`src/rtl/ip_csum_insert.sv`:
```
// ip_csum_insert: buffers one IPv4 header arriving on a 16-bit AXIS stream,
// accumulates the one's-complement header checksum while it arrives, then
// replays the header with the checksum word replaced by the computed value.
//
// Ports:
//   clk, areset                  clock, asynchronous active-high reset
//   axis_i_tready/tvalid/tlast/tdata   header input (16-bit, network order)
//   axis_o_tready/tvalid/tlast/tdata   header output, checksum substituted
//   overflow                     one-cycle pulse when a header was truncated
module ip_csum_insert #(
    parameter int unsigned MAX_WORDS = 30,
    parameter int unsigned CSUM_IDX  = 5
) (
    input  logic        clk,
    input  logic        areset,
    output logic        axis_i_tready,
    input  logic        axis_i_tvalid,
    input  logic        axis_i_tlast,
    input  logic [15:0] axis_i_tdata,
    input  logic        axis_o_tready,
    output logic        axis_o_tvalid,
    output logic        axis_o_tlast,
    output logic [15:0] axis_o_tdata,
    output logic        overflow
);

    localparam int unsigned DATA_W = 16;
    localparam int unsigned ACC_W  = DATA_W + 1;
    localparam int unsigned CNT_W  = $clog2(MAX_WORDS + 1);

    typedef enum logic [1:0] {
        ST_FILL,
        ST_FOLD,
        ST_DRAIN
    } state_t;

    state_t              state_q,    state_d;
    logic [CNT_W-1:0]    count_q,    count_d;
    logic [CNT_W-1:0]    idx_q,      idx_d;
    logic [ACC_W-1:0]    acc_q,      acc_d;
    logic                trunc_q,    trunc_d;
    logic [DATA_W-1:0]   csum_q,     csum_d;
    logic                tready_q,   tready_d;
    logic                tvalid_q,   tvalid_d;
    logic                tlast_q,    tlast_d;
    logic [DATA_W-1:0]   tdata_q,    tdata_d;
    logic                overflow_q, overflow_d;

    logic [DATA_W-1:0]   hdr_mem [MAX_WORDS];
    logic                mem_we;
    logic [DATA_W-1:0]   word_eff;
    logic                in_fire;
    logic                out_fire;

    assign axis_i_tready = tready_q;
    assign axis_o_tvalid = tvalid_q;
    assign axis_o_tlast  = tlast_q;
    assign axis_o_tdata  = tdata_q;
    assign overflow      = overflow_q;

    assign in_fire  = axis_i_tvalid && tready_q;
    assign out_fire = tvalid_q && axis_o_tready;

    // The checksum field itself never contributes to the sum.
    assign word_eff = (count_q == CNT_W'(CSUM_IDX)) ? '0 : axis_i_tdata;

    // Next-state and output computation.
    always_comb begin
        state_d    = state_q;
        count_d    = count_q;
        idx_d      = idx_q;
        acc_d      = acc_q;
        trunc_d    = trunc_q;
        csum_d     = csum_q;
        tready_d   = tready_q;
        tvalid_d   = tvalid_q;
        tlast_d    = tlast_q;
        tdata_d    = tdata_q;
        overflow_d = 1'b0;
        mem_we     = 1'b0;

        unique case (state_q)
            ST_FILL: begin
                if (in_fire) begin
                    if (count_q < CNT_W'(MAX_WORDS)) begin
                        mem_we  = 1'b1;
                        count_d = count_q + CNT_W'(1);
                        // End-around carry folded in on every beat keeps acc in 17 bits.
                        acc_d   = ACC_W'(word_eff) + ACC_W'(acc_q[DATA_W-1:0])
                                + ACC_W'(acc_q[DATA_W]);
                    end else begin
                        trunc_d = 1'b1;
                    end
                    if (axis_i_tlast) begin
                        state_d    = ST_FOLD;
                        tready_d   = 1'b0;
                        // Registered so the pulse lines up with the FOLD cycle.
                        overflow_d = trunc_q || (count_q >= CNT_W'(MAX_WORDS));
                    end
                end
            end

            ST_FOLD: begin
                // acc never exceeds 0x1fffe, so this add cannot wrap.
                csum_d  = ~(acc_q[DATA_W-1:0] + DATA_W'(acc_q[DATA_W]));
                trunc_d = 1'b0;
                idx_d   = '0;
                state_d = ST_DRAIN;
            end

            ST_DRAIN: begin
                if (out_fire && tlast_q) begin
                    state_d  = ST_FILL;
                    count_d  = '0;
                    acc_d    = '0;
                    tvalid_d = 1'b0;
                    tlast_d  = 1'b0;
                    tready_d = 1'b1;
                end else if ((!tvalid_q || axis_o_tready) && (idx_q < count_q)) begin
                    tvalid_d = 1'b1;
                    tdata_d  = (idx_q == CNT_W'(CSUM_IDX)) ? csum_q : hdr_mem[idx_q];
                    tlast_d  = (idx_q == CNT_W'(count_q - CNT_W'(1)));
                    idx_d    = idx_q + CNT_W'(1);
                end else if (out_fire) begin
                    tvalid_d = 1'b0;
                end
            end

            default: begin
                state_d = ST_FILL;
            end
        endcase
    end

    // State and output registers.
    always_ff @(posedge clk or posedge areset) begin
        if (areset) begin
            state_q    <= ST_FILL;
            count_q    <= '0;
            idx_q      <= '0;
            acc_q      <= '0;
            trunc_q    <= 1'b0;
            csum_q     <= '0;
            tready_q   <= 1'b1;
            tvalid_q   <= 1'b0;
            tlast_q    <= 1'b0;
            tdata_q    <= '0;
            overflow_q <= 1'b0;
        end else begin
            state_q    <= state_d;
            count_q    <= count_d;
            idx_q      <= idx_d;
            acc_q      <= acc_d;
            trunc_q    <= trunc_d;
            csum_q     <= csum_d;
            tready_q   <= tready_d;
            tvalid_q   <= tvalid_d;
            tlast_q    <= tlast_d;
            tdata_q    <= tdata_d;
            overflow_q <= overflow_d;
        end
    end

    // Header buffer; contents are don't-care until written.
    always_ff @(posedge clk) begin
        if (mem_we) begin
            hdr_mem[count_q] <= axis_i_tdata;
        end
    end

endmodule
```
`config.mk`:
```
export PLATFORM = sky130hd
export DESIGN_NAME = ip_csum_insert
export DESIGN_NICKNAME = d
export VERILOG_FILES = /design/src/rtl/ip_csum_insert.sv
export SDC_FILE = /design/constraint.sdc
export NUM_CORES = 1
export LEC_CHECK = 0
export BUFFER_PORTS_ARGS = -buffer_cell sky130_fd_sc_hd__buf_2
export CAP_MARGIN = 20
export CORE_ASPECT_RATIO = 0.6
export CORE_UTILIZATION = 44
export CTS_CLUSTER_DIAMETER = 120
export CTS_CLUSTER_SIZE = 28
export DETAILED_ROUTE_END_ITERATION = 16
export GPL_TIMING_DRIVEN = 0
export REMOVE_ABC_BUFFERS = 1
export SLEW_MARGIN = 20
export SYNTH_ARGS = -nofsm -noshare
export SYNTH_HDL_FRONTEND = slang
export SYNTH_SLANG_ARGS = --single-unit
```
`constraint.sdc`:
```
create_clock -name clk -period 4.7 [get_ports clk]
set_clock_uncertainty 0.05 [all_clocks]
set_input_delay 0 -clock clk [delete_from_list [all_inputs] [get_ports clk]]
set_output_delay 0 -clock clk [all_outputs]
set_load 0.03 [all_outputs]
```
# Word level (Yosys, flattened, before mapping)
# Memories as Yosys holds them, arrays and structs flattened.
# Index checks and enable logic that the tools add are counted.
[op_classes] add_sub_neg=6 n_lt_le_gt_ge=3 eq_ne=12 muxes=37 bitwise=2 n_reduce_logical=21
[ops] operator="two-way mux 17 bit" count=3
[ops] operator="one-hot mux 17 bit (2 select lines)" count=1
[ops] operator="two-way mux 16 bit" count=2
[ops] operator="two-way mux 5 bit" count=5
[ops] operator="one-hot mux 5 bit (2 select lines)" count=2
[ops] operator="two-way mux 1 bit" count=18
[ops] operator="adder 16 x 16 -> 17 bit" count=1
[ops] operator="adder 17 x 1 -> 17 bit" count=1
[ops] operator="adder 16 x 1 -> 16 bit" count=1
[ops] operator="inverter 16 bit" count=1
[ops] operator="!= test 2 bit (second input constant)" count=7
[ops] operator="AND reduction 3 bit" count=4
[ops] operator="adder 5 x 1 -> 5 bit (second input constant)" count=2
[ops] operator="== test 5 x 3 -> 1 bit (second input constant)" count=2
[ops] operator="AND reduction 4 bit" count=2
[ops] operator="nonzero test 2 bit" count=4
[ops] operator="two-way mux 2 bit" count=3
[ops] operator="one-hot mux 2 bit (3 select lines)" count=1
[ops] operator="== test 5 bit" count=1
[ops] operator="greater-or-equal comparator 5 bit (second input constant)" count=1
[ops] operator="less-than comparator 5 bit" count=1
[ops] operator="less-than comparator 5 bit (second input constant)" count=1
[ops] operator="subtractor 5 x 1 -> 5 bit (second input constant)" count=1
[ops] operator="logical AND 1 bit" count=4
[ops] operator="9 further kinds" count=12
[word_totals] ff_bits=66 ramBits=480 out_inout_bits=20 n_memories=1
[memory_table] memory="hdr_mem" depth=30 width=16 rd=1 rd_ports_with_merged_regs=0 write_ports=1 line="49" source="logic [DATA_W-1:0] hdr_mem [MAX_WORDS];"

# Depth between registers and ports, before layout
# Gate-level depths: netlist of run 1.
[depth] depth_word=7 mapped_depth=14

# Worst setup path before layout of run 1
# OpenSTA, ideal clock, no wires.
[synth_timing] path_kind="register -> register" start="reg count_q[4]" end="reg acc_q[14]" setup_ps=121 t_arrival_ps=3104 setup_slack_ps=1425 stages_incl_launch_ff=14 path_buffers=1 period_less_slack_ps=3275 path_cell_list="dfrtp_1 -> clkbuf_1 -> inv_1 -> nand3_1 -> o21ai_0 -> fa_1 -> fa_1 -> nor2b_1 -> o31a_1 -> nor3_1 -> o31ai_1 -> a31oi_1 -> xnor2_1 -> a22o_1"
[synth_via] elab_chain_cells=7 elab_cells_between_ends=10 classes_between="add/sub: 2; order compare: 1; eq/ne: 2; mux: 4; reduce/logical: 1"
[synth_lines] element="start, declared" line="38" source="logic [CNT_W-1:0] count_q, count_d;"
[synth_lines] element="start signal, assigned" line="151" source="count_q <= count_d;"
[synth_lines] element="== test 5 x 3 -> 1 bit" line="65" source="assign word_eff = (count_q == CNT_W'(CSUM_IDX)) ? '0 : axis_i_tdata;"
[synth_lines] element="two-way mux 16 bit" line="65"
[synth_lines] element="adder 16 x 16 -> 17 bit" line="89" source="acc_d = ACC_W'(word_eff) + ACC_W'(acc_q[DATA_W-1:0])"
[synth_lines] element="adder 17 x 1 -> 17 bit" line="90" source="+ ACC_W'(acc_q[DATA_W]);"
[synth_lines] element="two-way mux 17 bit" line="85" source="if (count_q < CNT_W'(MAX_WORDS)) begin"
[synth_lines] element="two-way mux 17 bit" line="84" source="if (in_fire) begin"
[synth_lines] element="one-hot mux 17 bit (2 select lines)" line="82" source="unique case (state_q)"
[synth_lines] element="end signal, assigned" line="141" source="acc_q <= '0;"
[synth_lines] element="end signal, assigned" line="153" source="acc_q <= acc_d;"
[synth_lines] element="end, declared" line="40" source="logic [ACC_W-1:0] acc_q, acc_d;"
# Several ways; a longest one is shown, not always the timed one. The select of a mux whose other input is x is not followed.
# A chain may end at the register's enable or synchronous reset.

# Worst setup path after layout of run 1
[layout_timing] start="reg count_q[3]" end="reg acc_q[12]"
# Same word-level chain as after synthesis.

==> flow_summary.json, run 1 <==
{
  "status": "finished, final reports clean",
  "pwr-share-seq_pct": 67.3,
  "yosysSeqAreaShare_pct": 71.4,
  "final_common_cell": "edfxtp_1",
  "drtIter0Drc": 1125,
  "fp.dieH_um": 177,
  "power_switching_mw": 1.57,
  "overflow": 0,
  "syn-mean-instance-area_um2": 17.9,
  "start_util_pct": 45.1,
  "dpl_worst_slack_ns": -0.0808,
  "combPwrFrac_pct": 1.7,
  "numClockSinks": 546,
  "worstMarginPinSlew_ns": 1.04,
  "fin_nets": 1366,
  "ant_nets": 0,
  "arrival_ns": 4.92,
  "vias_per_cell": 5.74,
  "timing.rr.start": "count_q[3]$_DFFE_PP0P_",
  "synth_flop_cell": "edfxtp_1",
  "syn_inst": 1255,
  "wl_mm": 50.2,
  "final_max_slew_viol_count": 0,
  "clock_path_buffers": 3,
  "hold_path_end": "axis_o_tvalid$_DFFE_PP0P_",
  "synth.cell_area_mm2": 0.0225,
  "io_pins": 41,
  "p_int_mw": 6.26,
  "path_clk_slew_ns": 0.12,
  "setup_viol": 0,
  "r2r_setup_slack_ns": 0.21,
  "tritoncts": "built",
  "powerDensity_mw_per_mm2": 315,
  "required_ns": 5.13,
  "drc_errors": 0,
  "rows": 63,
  "slew_headroom_pct": 30.8,
  "power_frac_clock_pct": 31.0,
  "fin_setup_tns_ns": 0,
  "yosysWarnings": 0,
  "worstSetupEndpointType": "register",
  "avgRoutedWirePerCell_um": 25.0,
  "place.gp.congestion": 0.819,
  "irDropWorstVdd_v": 0.000193,
  "rsz0062_at_grt": "false",
  "finish.utilization_pct": 49.8,
  "reg2reg_depth": 12,
  "numPortBuffers": 40,
  "synth_cell_types": 57,
  "n_antenna_cell": 0,
  "period_minus_slack_ns": 4.49,
  "synth_edf_count": 480,
  "grt_pass1_vias": 11300,
  "dieArea_mm2": 0.0521,
  "timing.rr.end": "acc_q[12]$_DFFE_PP0P_",
  "holdCritStartpoint": "axis_o_tready",
  "hpwl_mm": 32.7,
  "async_reset_ff_share_pct": 12.1,
  "p_sw_share_pct": 20.1,
  "drv_cap": 0,
  "mostFrequentLayoutCells": "edfxtp_1, mux4_2, nand2_1",
  "root_buffer": "clkbuf_16",
  "ys_seq_elements": 546,
  "leakage_nw": 7.97,
  "coreArea_mm2": 0.0499,
  "hold_path_class": "primary input to register",
  "die_w_um": 294,
  "grt_max_degree": 46,
  "cts_buffers": 23,
  "worstPathMaxFanout": 11,
  "worst_slack_ns": 0.206,
  "drtPass1Iterations": 6,
  "max_freq_mhz": 223,
  "antenna_found_initial": 0,
  "drive_above_1_share_pct": 21.8,
  "grt_pass1_wl_mm": 75.9,
  "clk_latency_ns": 0.58,
  "vias": 11500,
  "hold_violations": 0,
  "cts_setup_buffers": 0,
  "grt_usage_pct": 19.8,
  "min_path_cells": 5,
  "htreeDepth": 1,
  "min_period_over_period_pct": 95.6,
  "path_class": "register to register",
  "start_kind": "register",
  "syn_to_final_growth_pct": 10.6,
  "total_power_mw": 7.83
}
[cells by family after synthesis]
group	after synthesis	synth area share, %
AO/OA/AOI/OAI	173	5.08
XOR/XNOR	31	1.21
adder cells (fa/ha/maj)	35	2.01
buffers and inverters	89	1.70
flip-flops	546	71.4
multiplexers	179	14.6
AND/OR/NAND/NOR	202	4.01
[power by group through the flow]
stage	logic (mW)	registers, mW	clock network [mW]
3_5_place_dp	0.119	5.38	0
6_report	0.130	5.27	2.43
2_1_floorplan	0.0314	5.38	0
5_1_grt	0.146	5.27	2.63
3_3_place_gp	0.110	5.38	0
4_1_cts	0.133	5.27	2.49
[layer usage]
layer  global-route usage, %  wire length [um]  share of wire (%)  up-vias
met5                       0                 0                  0        -
met4                    2.99               652                1.3        0
met3                    2.25              2520                5.0       41
met2                    28.4             21800                 43      327
met1                    32.7             25300                 50     6085
li1                        -                 -                  -     5073
[worst max-delay path, cell delays in order, from the launching register on]
cell and delay, ns:
dfrtp_1 0.57, inv_1 0.16, nand3_1 0.55, o21ai_0 0.22, fa_1 0.47, fa_1 0.45, nor2b_1 0.24, o31a_1 0.20
nor3_1 0.07, o31ai_1 0.81, a31oi_1 0.22, xnor2_1 0.17, a22o_1 0.20
[through the flow]
stage | area, um2 | hold slack [ns] | instances
6_report | 24900 | 0.265 | 2009
3_5_place_dp | 24000 | 0.0317 | 1944
2_1_floorplan | 22200 | 0.0489 | 1194
5_1_grt | 24900 | 0.307 | 2009
3_3_place_gp | 23300 | 0.232 | 1916
4_1_cts | 24900 | 0.244 | 2008
[worst max path at each step]
| stage | start | end | slack (ns) | cells after the start |
|---|---|---|---|---|
| after floorplan | idx_q[0]$_DFFE_PP0P_ | axis_o_tdata[1]$_DFFE_PP0P_ | -1.45 | 9 |
| after global placement | idx_q[0]$_DFFE_PP0P_ | axis_o_tdata[0]$_DFFE_PP0P_ | -5.04 | 9 |
| after detailed placement | count_q[4]$_DFFE_PP0P_ | acc_q[14]$_DFFE_PP0P_ | -0.08 | 12 |
| after CTS | count_q[3]$_DFFE_PP0P_ | acc_q[14]$_DFFE_PP0P_ | 0.25 | 12 |
| after global routing | count_q[3]$_DFFE_PP0P_ | acc_q[12]$_DFFE_PP0P_ | 0.05 | 12 |
| final | count_q[3]$_DFFE_PP0P_ | acc_q[12]$_DFFE_PP0P_ | 0.21 | 12 |
[final cells by class]
class,count,area (um2)
Fill cell,4078,25000
Clock inverter,2,25.0
Inverter,28,108
Sequential cell,546,16100
Timing Repair Buffer,91,930
Tap cell,682,853
Clock buffer,40,639
Multi-Input combinational cell,620,6240
[cell usage after synthesis (all sizes together), types with 7 or more instances]
library cell,n,area (um2)
edfxtp,480,14400
a21oi,41,205
mux2,35,394
a221o,13,130
nor2,59,221
a22o,13,114
clkbuf,30,113
mux4,115,2590
ha,33,413
nor3,7,35.0
nor2b,22,138
o2bb2ai,10,87.6
mux2i,29,290
o21ai,52,260
xnor2,18,158
dfrtp,65,1630
nand2,71,267
xor2,13,114
nand3,27,135
buf,31,164
inv,28,105
[state kept, by name, summed over array words and instances (netlist names), 2 cells and up]
| name | cells |
|---|---|
| hdr_mem | 480 |
| acc_q | 17 |
| axis_o_tdata | 16 |
| csum_q | 16 |
| count_q | 5 |
| idx_q | 5 |
| state_q | 2 |
[timing repair]
| item | CTS | global route |
|---|---|---|
| endpoints found under the setup margin | 2 | 2 |
| endpoints found under the hold margin | 553 | 0 |
| hold buffers | 22 | 0 |
| resized for setup | 1 | 1 |
(Power assumes the default switching activity.)
==> run 2: changes to the inputs <==
CORE_MARGIN = 2   (was unset)
GPL_ROUTABILITY_DRIVEN = 1   (was unset)
==> run 2 against run 1 <==
Net effect:
- sequential share of layout area rose by 0.13 points
- sequential power is essentially flat
- largest cell class unchanged
- final cell count is essentially flat
- critical path type unchanged
- combinational power about the same
- hold slack better by 0.029 ns
==> flow_summary.json, run 2 (synthesized netlist as in run 1, its figures left out) <==
{
  "antenna_found_initial": 0,
  "syn_to_final_growth_pct": 10.4,
  "dpl_worst_slack_ns": 0.121,
  "drc_errors": 0,
  "reg_top3": "hdr_mem: 480 flops, acc_q: 17 flops",
  "total_power_mw": 7.77,
  "leakage_nw": 7.91,
  "final_max_slew_viol_count": 0,
  "required_ns": 5.10,
  "n_antenna_cell": 0,
  "grt_pass1_vias": 11300,
  "fillers": 4213,
  "hold_path_class": "primary input to register",
  "wl_mm": 50.3,
  "numPortBuffers": 40,
  "largest_reg_flops": 480,
  "grt_usage_pct": 19.5,
  "fin_nets": 1357,
  "placed_area_mm2": 0.0239,
  "period_minus_slack_ns": 4.34,
  "htreeDepth": 1,
  "numClockSinks": 546,
  "hpwl_mm": 31.9,
  "irDropWorstVdd_v": 0.000272,
  "die_w_um": 296,
  "hold_violations": 0,
  "vias_per_cell": 5.71,
  "path_clk_slew_ns": 0.12,
  "rows": 64,
  "ant_nets": 0,
  "max_freq_mhz": 230,
  "start_util_pct": 44.4,
  "vias": 11500,
  "io_pins": 41,
  "drv_cap": 0,
  "cts_buffers": 23,
  "multi_input_area_mm2": 0.00627,
  "min_period_over_period_pct": 92.4,
  "worstMarginPinSlew_ns": 1.15,
  "grt_max_degree": 48,
  "cts_setup_buffers": 0,
  "drive_above_1_share_pct": 21.1,
  "root_buffer": "clkbuf_16",
  "worst_slack_ns": 0.356,
  "worstSetupEndpointType": "register",
  "avgRoutedWirePerCell_um": 25.0,
  "overflow": 0,
  "cts_resized": 0,
  "start_kind": "register",
  "tritoncts": "built",
  "final_common_cell": "edfxtp_1",
  "drtIter0Drc": 1215,
  "arrival_ns": 4.75,
  "coreArea_mm2": 0.0507,
  "fin_setup_tns_ns": 0,
  "mostFrequentLayoutCells": "edfxtp_1, mux4_2, nand2_1",
  "rsz0062_at_grt": "false",
  "slew_headroom_pct": 23.1,
  "seq_area_mm2": 0.0161,
  "place.gp.congestion": 0.831,
  "clk_latency_ns": 0.57,
  "path_class": "register to register",
  "worstPathMaxFanout": 14,
  "status": "finished, final reports clean",
  "grt_pass1_wl_mm": 75.1,
  "powerDensity_mw_per_mm2": 313,
  "drtPass1Iterations": 7,
  "setup_viol": 0,
  "clock_path_buffers": 3,
  "dieArea_mm2": 0.0530,
  "design_area_mm2": 0.0248,
  "fp.dieH_um": 179,
  "cts_hold_buf": 22,
  "regMostFlops": "hdr_mem"
}
## run 2: cell types whose count changed in the layout (fill, tap and decap cells not counted), sizes merged
cell | previous run | this run
buf | 69 | 60
inv | 30 | 29
## run 2: final timing paths
kind	startpoint	end	slack, ns	cells after the start
max in group asynchronous	areset	axis_i_tready$_DFFE_PP1P_	3.40	5
min	axis_o_tready	axis_o_tvalid$_DFFE_PP0P_	0.29	5
max reg2reg	count_q[3]$_DFFE_PP0P_	acc_q[14]$_DFFE_PP0P_	0.36	12
max	count_q[3]$_DFFE_PP0P_	acc_q[14]$_DFFE_PP0P_	0.36	12
min in group asynchronous	areset	csum_q[7]$_DFFE_PP0N_	0.56	4
min reg2reg	axis_o_tdata[7]$_DFFE_PP0P_	axis_o_tdata[7]$_DFFE_PP0P_	0.44	2
## run 2: per-stage QoR
stage | cells | hold slack (ns) | util, %
finish | 2010 | 0.294 | 49.0
global route | 2010 | 0.316 | 49.0
CTS | 2010 | 0.260 | 49.0
detailed placement | 1947 | 0.0441 | 47.2
global placement | 1927 | 0.232 | 45.9
floorplan | 1194 | 0.0489 | -
## run 2: area by class of cell
cell class | instances | share of cell area [%]
clock buffers | 40 | 2.58
clock inverters | 1 | 0.0655
inverters | 28 | 0.434
multi-input cells | 620 | 25.3
flip-flops and latches | 546 | 64.8
well taps | 693 | 3.49
repair buffers | 82 | 3.40
## run 2: layer usage
layer  vias up  global-route usage [%]  routed length [um]
li1       5056                       -                   -
met1      6086                    31.5               25400
met3        47                    2.47                2500
met4         0                    2.77                 671
met2       292                    28.7               21800
met5         -                       0                   0
## run 2: where the power goes
| part | total [mW] | internal, mW | switching, mW |
|---|---|---|---|
| Clock | 2.37 | 0.950 | 1.42 |
| Sequential | 5.27 | 5.27 | 0 |
| Combinational | 0.129 | 0.0319 | 0.0974 |
## run 2: worst max-delay path, cell delays in order (launching register included)
cell     delay, ns
dfrtp_1       0.52
inv_1         0.18
nand3_1       0.49
nor2_2        0.76
nor2b_1       0.16
ha_1          0.37
nor2b_1       0.23
o31a_1        0.20
nor3_1        0.07
o31ai_1       0.62
a31oi_1       0.21
xnor2_1       0.17
a22o_1        0.20
